`src/rtl/fetch_stage.sv`:
```
// Instruction-fetch stage: PC register, imem word addressing, and an IF/ID slot
// with valid/ready handshake, branch flush and a sticky bad-PC fault.
module fetch_stage #(
    parameter int             N        = 64,
    parameter logic [N-1:0]   RESET_PC = '0,
    parameter int             CNT_W    = 16
) (
    input  logic             clk,
    input  logic             reset,
    input  logic             pc_src_i,
    input  logic [N-1:0]     pc_branch_i,
    input  logic             ready_i,
    output logic [5:0]       imem_addr_o,
    input  logic [31:0]      imem_q_i,
    output logic [31:0]      instr_o,
    output logic [N-1:0]     pc_o,
    output logic             valid_o,
    output logic             fault_o,
    output logic [CNT_W-1:0] fetch_cnt_o
);

    typedef enum logic {RUN, FAULT} state_t;

    state_t           state_q, state_d;
    logic [N-1:0]     pc_q, pc_d;
    logic [31:0]      instr_q, instr_d;
    logic [N-1:0]     pco_q, pco_d;
    logic             valid_q, valid_d;
    logic             fault_q, fault_d;
    logic [CNT_W-1:0] cnt_q, cnt_d;

    logic pc_bad;
    logic xfer;

    // Only the 64-word ROM window [0x00, 0xFC] with word alignment is fetchable.
    assign pc_bad = (pc_q[1:0] != 2'b00) || (pc_q[N-1:8] != '0);
    assign xfer   = valid_q && ready_i;

    always_ff @(posedge clk or posedge reset) begin
        if (reset) begin
            state_q <= RUN;
            pc_q    <= RESET_PC;
            instr_q <= '0;
            pco_q   <= '0;
            valid_q <= 1'b0;
            fault_q <= 1'b0;
            cnt_q   <= '0;
        end else begin
            state_q <= state_d;
            pc_q    <= pc_d;
            instr_q <= instr_d;
            pco_q   <= pco_d;
            valid_q <= valid_d;
            fault_q <= fault_d;
            cnt_q   <= cnt_d;
        end
    end

    always_comb begin
        state_d = state_q;
        pc_d    = pc_q;
        instr_d = instr_q;
        pco_d   = pco_q;
        valid_d = valid_q;
        fault_d = fault_q;
        cnt_d   = cnt_q;
        unique case (state_q)
            RUN: begin
                // A transfer on this edge counts even when a redirect or fault wins.
                if (xfer) cnt_d = cnt_q + CNT_W'(1);
                if (pc_src_i) begin
                    pc_d    = pc_branch_i;
                    valid_d = 1'b0;
                end else if (pc_bad) begin
                    state_d = FAULT;
                    fault_d = 1'b1;
                    valid_d = 1'b0;
                end else if (!valid_q || ready_i) begin
                    instr_d = imem_q_i;
                    pco_d   = pc_q;
                    valid_d = 1'b1;
                    pc_d    = pc_q + N'(4);
                end
            end
            FAULT: begin
                valid_d = 1'b0;
            end
            default: state_d = FAULT;
        endcase
    end

    assign imem_addr_o = pc_q[7:2];
    assign instr_o     = instr_q;
    assign pc_o        = pco_q;
    assign valid_o     = valid_q;
    assign fault_o     = fault_q;
    assign fetch_cnt_o = cnt_q;

endmodule

```
`config.mk`:
```
export PLATFORM = sky130hd
export DESIGN_NAME = fetch_stage
export DESIGN_NICKNAME = d
export VERILOG_FILES = /design/src/rtl/fetch_stage.sv
export SDC_FILE = /design/constraint.sdc
export NUM_CORES = 1
export LEC_CHECK = 0
export CAP_MARGIN = 10
export CORE_MARGIN = 10
export CORE_UTILIZATION = 47
export DETAILED_ROUTE_END_ITERATION = 8
export GPL_ROUTABILITY_DRIVEN = 0
export MAX_ROUTING_LAYER = met4
export PLACE_DENSITY = 0.8
export SYNTH_ARGS = -nofsm -noshare
export SYNTH_HDL_FRONTEND = slang
export SYNTH_SLANG_ARGS = --single-unit
```
`constraint.sdc`:
```
create_clock -name clk -period 8.7 [get_ports clk]
set_input_delay 2.61 -clock clk [delete_from_list [all_inputs] [get_ports clk]]
set_output_delay 2.61 -clock clk [all_outputs]
set_load 0.02 [all_outputs]
```
==> run_results.csv, run 1 <==
group,metric,value,unit
layout,nets,966,
synthesis,synth_top_cell_by_area,"dfrtp_1",
power,p_int,1.410,mW
layout,syn_to_final_growth,39.77,%
global_route,overflow,0,
clocking,h-tree-depth,4,
setup_path,path_max_fanout,44,
global_route,globalRouteTotalUtil,0.1906,
route,drt_wl_total,19620,um
synthesis,yosys_warnings,0,
power,p_switching,0.4394,mW
power,power_density,182.0,mW/mm^2
timing,post-route-min-period,4.907,ns
timing,rsz0062_at_grt,"false",
timing,tns,0,ns
route,firstDrtPassIters,5,
die,die_height,144.4,um
synthesis,ys_ff_latch,179,
synthesis,syn_nets,759,
clocking,post-cts-setup-buffers,0,
timing,timing.fmax,0.2038,GHz
setup_path,r2r_end,"instr_o[2]",
clocking,cts_hold_buffers,0,
layout,stdcell_count,1066,
setup_path,ff2ff_path_depth,6,
route,drc,0,
die,dieArea,0.02084,mm^2
timing,whs,0.4736,ns
synthesis,synthArstFlopShare,1.000,
clocking,clock_sinks,179,
timing,worst_slew_pin_slew,1.060,ns
clocking,worstSkewPairLatency,0.43,ns
hold_path,hold_path_end,"fault_o",
synthesis,ys_top_cells_by_area,"dfrtp_1 (62%), nand2_1 (6.1%), mux2_2 (5.3%)",
synthesis,synth-main-ff-cell,"dfrtp_1",
power,total_power,1.850,mW
setup_path,cp-start-kind,"input port",
setup_path,crit-reg2reg-launch,"pc_q[8]",
layout,drive_gt1_frac,0.08666,
synthesis,yosysSeqAreaShare,0.6161,
global_route,grt_max_degree,122,
clocking,clk_pin_slew,0.07,ns
route,antenna_left,0,
timing,setup_viol,0,
clocking,tritoncts,"built",
setup_path,arrival,5.22,ns
clocking,clk_path_buf_depth,2,
global_route,grt_pass1_vias,5668,
route,drt-initial-drc-count,458,
timing,period_share,0.5641,
timing,max_slew_margin,0.2933,
clocking,post_cts_resized,0,
hold_path,min_delay_path_depth,2,
route,viasPerCell,5.335,
die,core-area,0.01520,mm^2
power,power.share.combinational,0.081,
die,rows,45,
die,ios,220,
clocking,clockRootBuffer,"clkbuf_16",
timing,final_max_slew_viol_count,0,
clocking,cts_buffers,17,
power,seq_power_share,0.485,
place,dp.cells,1033,
synthesis,syn_inst,657,
power,p_leak,4.621,nW
route,via_count,5687,
synthesis,syn-cell-area,0.007271,mm^2
power,switching_share,0.2376,
die,fp.dieW,144.4,um
layout,fillers,1172,
setup_path,end_kind,"flop",
setup_path,path_class,"input port to flop",
place,portBuffers,219,
route,detail_route.wl_per_cell,18.40,um
synthesis,avgSynthCellArea,11.07,um^2
status,status,"complete, no violations",
layout,final_util,0.6685,
global_route,grt_antenna_before_repair,1,
hold_path,hp-class,"flop to flop",
die,start_util,0.4783,
power,ir_worst_vdd,0.1388,mV
hold_path,hold_start,"fault_o",
setup_path,ff2ff_setup_slack,5.40,ns
synthesis,yosysTopAreaCellShare,0.6161,
flow_run,maxCapViolCount,0,
global_route,grt_pass1_wl,30520,um
timing,skew,0.01003,ns
power,clockPowerShare,0.434,
setup_path,critPathRequiredTime,9.01,ns
place,dp_hpwl,14070,um
synthesis,ys_types,42,
timing,hold_viol_final,0,
synthesis,synth_edf_count,0,
routing by layer:
metal  vias up  global-route usage  wire length, um
met4         0             0.06117              306
met5         -                   -                0
met3        22             0.04067             1277
met2       212              0.3003             9512
met1      2777              0.2421             8520
li1       2676                   -                -
how the worst max path moves through the flow:
stage	start	to	slack (ns)	cells past startpoint
floorplan	reset	fault_o	1.23	1
global placement	ready_i	instr_o[2]	3.41	6
detailed placement	ready_i	instr_o[2]	3.35	6
CTS	ready_i	pc_o[4]	3.79	6
global route	ready_i	instr_o[2]	3.68	6
finish	ready_i	instr_o[2]	3.79	6
power groups by stage:
| stage | clock network (mW) | registers [mW] | logic (mW) |
|---|---|---|---|
| floorplan | 0 | 0.913 | 0.0639 |
| global placement | 0 | 0.910 | 0.149 |
| detailed placement | 0 | 0.912 | 0.152 |
| CTS | 0.816 | 0.896 | 0.153 |
| global route | 0.847 | 0.901 | 0.166 |
| finish | 0.802 | 0.897 | 0.151 |
flip-flops by register name, indices dropped and copies added (netlist names):
name / flops
valid_o: 1
pc_q: 64
fetch_cnt_o: 16
state_q: 1
pc_o: 64
fault_o: 1
instr_o: 32
worst max-delay path: stages:
cell and delay, ns:
clkdlybuf4s50_1 0.50, inv_1 0.07, a211o_1 0.38, nor3_4 0.70
buf_4 0.54, mux2_2 0.39
cell type report:
type | instances | area [um^2] | share of cell area
sequential | 179 | 4479 | 0.4408
multi-input combinational | 430 | 2539 | 0.2498
timing repair buffer | 226 | 2245 | 0.2209
clock buffer | 17 | 425.4 | 0.04186
tap | 188 | 235.2 | 0.02315
clock inverter | 15 | 193.9 | 0.01908
inverter | 10 | 42.54 | 0.004186
antenna | 1 | 2.502 | 0.0002462
cell families (layout without fill, tap and decap cells):
family / after synthesis / after routing / share of synthesized area
simple gates: 303 / 303 / 0.2020
xor+xnor: 15 / 15 / 0.01807
buf+inv: 48 / 268 / 0.03579
mux: 41 / 41 / 0.06350
fa+ha+maj: 2 / 2 / 0.003441
flops: 179 / 179 / 0.6161
compound gates: 69 / 69 / 0.06109
other cells: 0 / 1 / 0
stage by stage:
| step | instance area [um^2] | setup slack (ns) |
|---|---|---|
| 4_1_cts | 10160 | 3.787 |
| 2_1_floorplan | 7271 | 1.231 |
| 3_3_place_gp | 9540 | 3.412 |
| 5_1_grt | 10160 | 3.675 |
| 3_5_place_dp | 9540 | 3.353 |
| 6_report | 10160 | 3.793 |
synth_stat cells (all sizes together) (2+ instances only):
| library cell | n |
|---|---|
| dfrtp | 179 |
| nand2 | 119 |
| nor2b | 58 |
| nor2 | 48 |
| mux2 | 41 |
| buf | 22 |
| nor4 | 22 |
| o22ai | 20 |
| nand4 | 18 |
| clkbuf | 16 |
| nand3 | 15 |
| a21oi | 14 |
| o21ai | 12 |
| inv | 10 |
| nor3 | 9 |
| xnor2 | 9 |
| xor2 | 6 |
| and3 | 5 |
| o221ai | 4 |
| a211oi | 3 |
| o211ai | 3 |
| o22a | 3 |
| a32oi | 2 |
| and4 | 2 |
| ha | 2 |
| nand2b | 2 |
| o31ai | 2 |
| or3 | 2 |
cell usage in the layout (no fill, tap or decap), drive strengths merged, types with 12 or more instances in the layout:
cell type / instances
clkdlybuf4s50: 219
dfrtp: 179
nand2: 119
nor2b: 58
nor2: 48
mux2: 41
nor4: 22
o22ai: 20
nand4: 18
inv: 18
clkbuf: 17
nand3: 15
a21oi: 14
o21ai: 12
Note: power is estimated with default switching activity, not from simulation.
==> inputs of run 2 (changes only) <==
--- a/config.mk
+++ b/config.mk
@@ -7,11 +7,11 @@
 export LEC_CHECK = 0
 export CAP_MARGIN = 10
 export CORE_MARGIN = 10
-export CORE_UTILIZATION = 47
+export CORE_UTILIZATION = 42
 export DETAILED_ROUTE_END_ITERATION = 8
 export GPL_ROUTABILITY_DRIVEN = 0
 export MAX_ROUTING_LAYER = met4
-export PLACE_DENSITY = 0.8
+export PLACE_DENSITY = 0.76
 export SYNTH_ARGS = -nofsm -noshare
 export SYNTH_HDL_FRONTEND = slang
 export SYNTH_SLANG_ARGS = --single-unit
==> constraint.sdc (replaced) <==
create_clock -name clk -period 4.5 [get_ports clk]
set_input_delay 1.35 -clock clk [delete_from_list [all_inputs] [get_ports clk]]
set_output_delay 1.35 -clock clk [all_outputs]
set_load 0.02 [all_outputs]
==> run 2 against run 1 <==
Utilization down 6.7 points. Routed wire length down 0.21%. Flip-flop and latch count unchanged. Sequential power is 93% higher. Non-clock buffer count up 3. Register-to-register slack worse by 3.7 ns. Clock skew decreased by 0.00081 ns. Clock-buffer cell count rose by 1.
==> run_results.csv, run 2 (synthesis gave the netlist of run 1 again) <==
group,metric,value,unit
status,status,"complete, no violations",
setup_path,end_kind,"flop",
setup_path,cp-start-kind,"input port",
timing,final_max_slew_viol_count,0,
layout,drive_gt1_frac,0.08977,
timing,skew,0.009223,ns
layout,syn_to_final_growth,41.49,%
setup_path,cpMaxStageDelayCell,"clkdlybuf4s50_1",
clocking,clockRootBuffer,"clkbuf_16",
die,dieArea,0.02297,mm^2
route,drt_wl_total,19570,um
clocking,clock_sinks,179,
route,antenna_left,0,
place,portBuffers,219,
clocking,worstSkewPairLatency,0.42,ns
setup_path,crit_path_cell_trace,"clkdlybuf4s50_1 > inv_1 > buf_4 > nand4_1 > nor4_1 > o22ai_1",
setup_path,critPathRequiredTime,4.80,ns
timing,tns,0,ns
die,die_height,151.6,um
layout,layout_commonest_cell,"clkdlybuf4s50_1",
die,start_util,0.4248,
place,placed_cell_area,0.009658,mm^2
die,ios,220,
global_route,globalRouteTotalUtil,0.1727,
clocking,h-tree-depth,4,
flow_run,maxCapViolCount,0,
timing,whs,0.4797,ns
die,core-area,0.01712,mm^2
global_route,grt_max_degree,97,
power,power_density,350.7,mW/mm^2
layout,n_antenna_cell,0,
route,drt-initial-drc-count,337,
clocking,post_cts_resized,0,
power,p_leak,4.648,nW
timing,setup_viol,0,
layout,final_area,0.01029,mm^2
timing,timing.fmax,0.3205,GHz
layout,final_cell_mix,"clkdlybuf4s50_1 (219), dfrtp_1 (179), nand2_1 (119), nor2b_1 (58), nor2_1 (47)",
clocking,post-cts-setup-buffers,0,
timing,post-route-min-period,3.120,ns
clocking,cts_hold_buffers,0,
global_route,grt_pass1_vias,5721,
timing,max_slew_margin,0.3411,
setup_path,cpPeakStageDelay,0.67,ns
power,ir_worst_vdd,0.2827,mV
clocking,tritoncts,"built",
timing,worst_slew_pin_slew,0.9863,ns
timing,hold_viol_final,0,
timing,period_share,0.6933,
layout,nets,969,
route,detail_route.wl_per_cell,17.71,um
setup_path,path_max_fanout,31,
hold_path,hp-class,"flop to flop",
route,via_count,5641,
route,firstDrtPassIters,4,
clocking,clk_pin_slew,0.07,ns
global_route,grt_antenna_before_repair,0,
route,viasPerCell,5.105,
setup_path,arrival,3.42,ns
route,drc,0,
die,rows,48,
global_route,overflow,0,
power,total_power,3.608,mW
setup_path,path_class,"input port to flop",
place,pre_cts_ws,0.9200,ns
global_route,grt_pass1_wl,30630,um
timing,rsz0062_at_grt,"false",
place,dp_hpwl,14320,um
clocking,clk_path_buf_depth,2,
timing,fin_ws,1.380,ns
clocking,cts_buffers,17,
die,fp.dieW,151.6,um
## run 2: cell types whose count changed in the layout (fill, tap and decap cells not counted), sizes merged
cell / delta
buf: +3
clkinvlp: +2
inv: -2
clkbuf: +1
clkinv: -1
diode: -1
## run 2: final cells by class
cell class	count	area, um^2
repair buffers	229	2317
inverters	10	41.29
well taps	225	281.5
flip-flops and latches	179	4479
clock buffers	18	439.2
fillers	1429	6829
clock inverters	14	190.2
multi-input cells	430	2539
## run 2: power by group
| part | switching, mW | leakage [nW] | internal [mW] |
|---|---|---|---|
| Sequential | 0.0586 | 2.30 | 1.68 |
| Combinational | 0.133 | 2.05 | 0.163 |
| Clock | 0.668 | 0.306 | 0.909 |
| Total | 0.860 | 4.65 | 2.75 |
## run 2: worst paths after layout
path	cells past startpoint	to	slack [ns]	startpoint
min in group asynchronous	2	instr_o[3]	1.50	reset
worst min register to register	2	fault_o	0.48	fault_o
max in group asynchronous	3	pc_q[43]	2.25	reset
worst min-delay path	2	fault_o	0.48	fault_o
worst max register to register	6	instr_o[23]	1.74	pc_q[39]
worst max-delay path	6	pc_q[57]	1.38	pc_src_i
## run 2: stage by stage
step | std cells | utilization
2_1_floorplan | 657 | -
3_3_place_gp | 1073 | 0.5643
3_5_place_dp | 1073 | 0.5643
4_1_cts | 1105 | 0.6010
5_1_grt | 1105 | 0.6010
6_report | 1105 | 0.6010
## run 2: critical path, delay by kind of cell
family / cells / cell delay, ns
AOI/OAI and AO/OA: 1 / 0.12
and+or+nand+nor: 2 / 0.71
buffers and inverters: 3 / 1.23
## run 2: metal layers
layer / up-vias / wire, um / global-route usage
met1: 2727 / 8498 / 0.2233
met3: 19 / 1422 / 0.04336
met4: 0 / 227 / 0.04957
met5: - / 0 / -
met2: 214 / 9424 / 0.2653
li1: 2681 / - / -
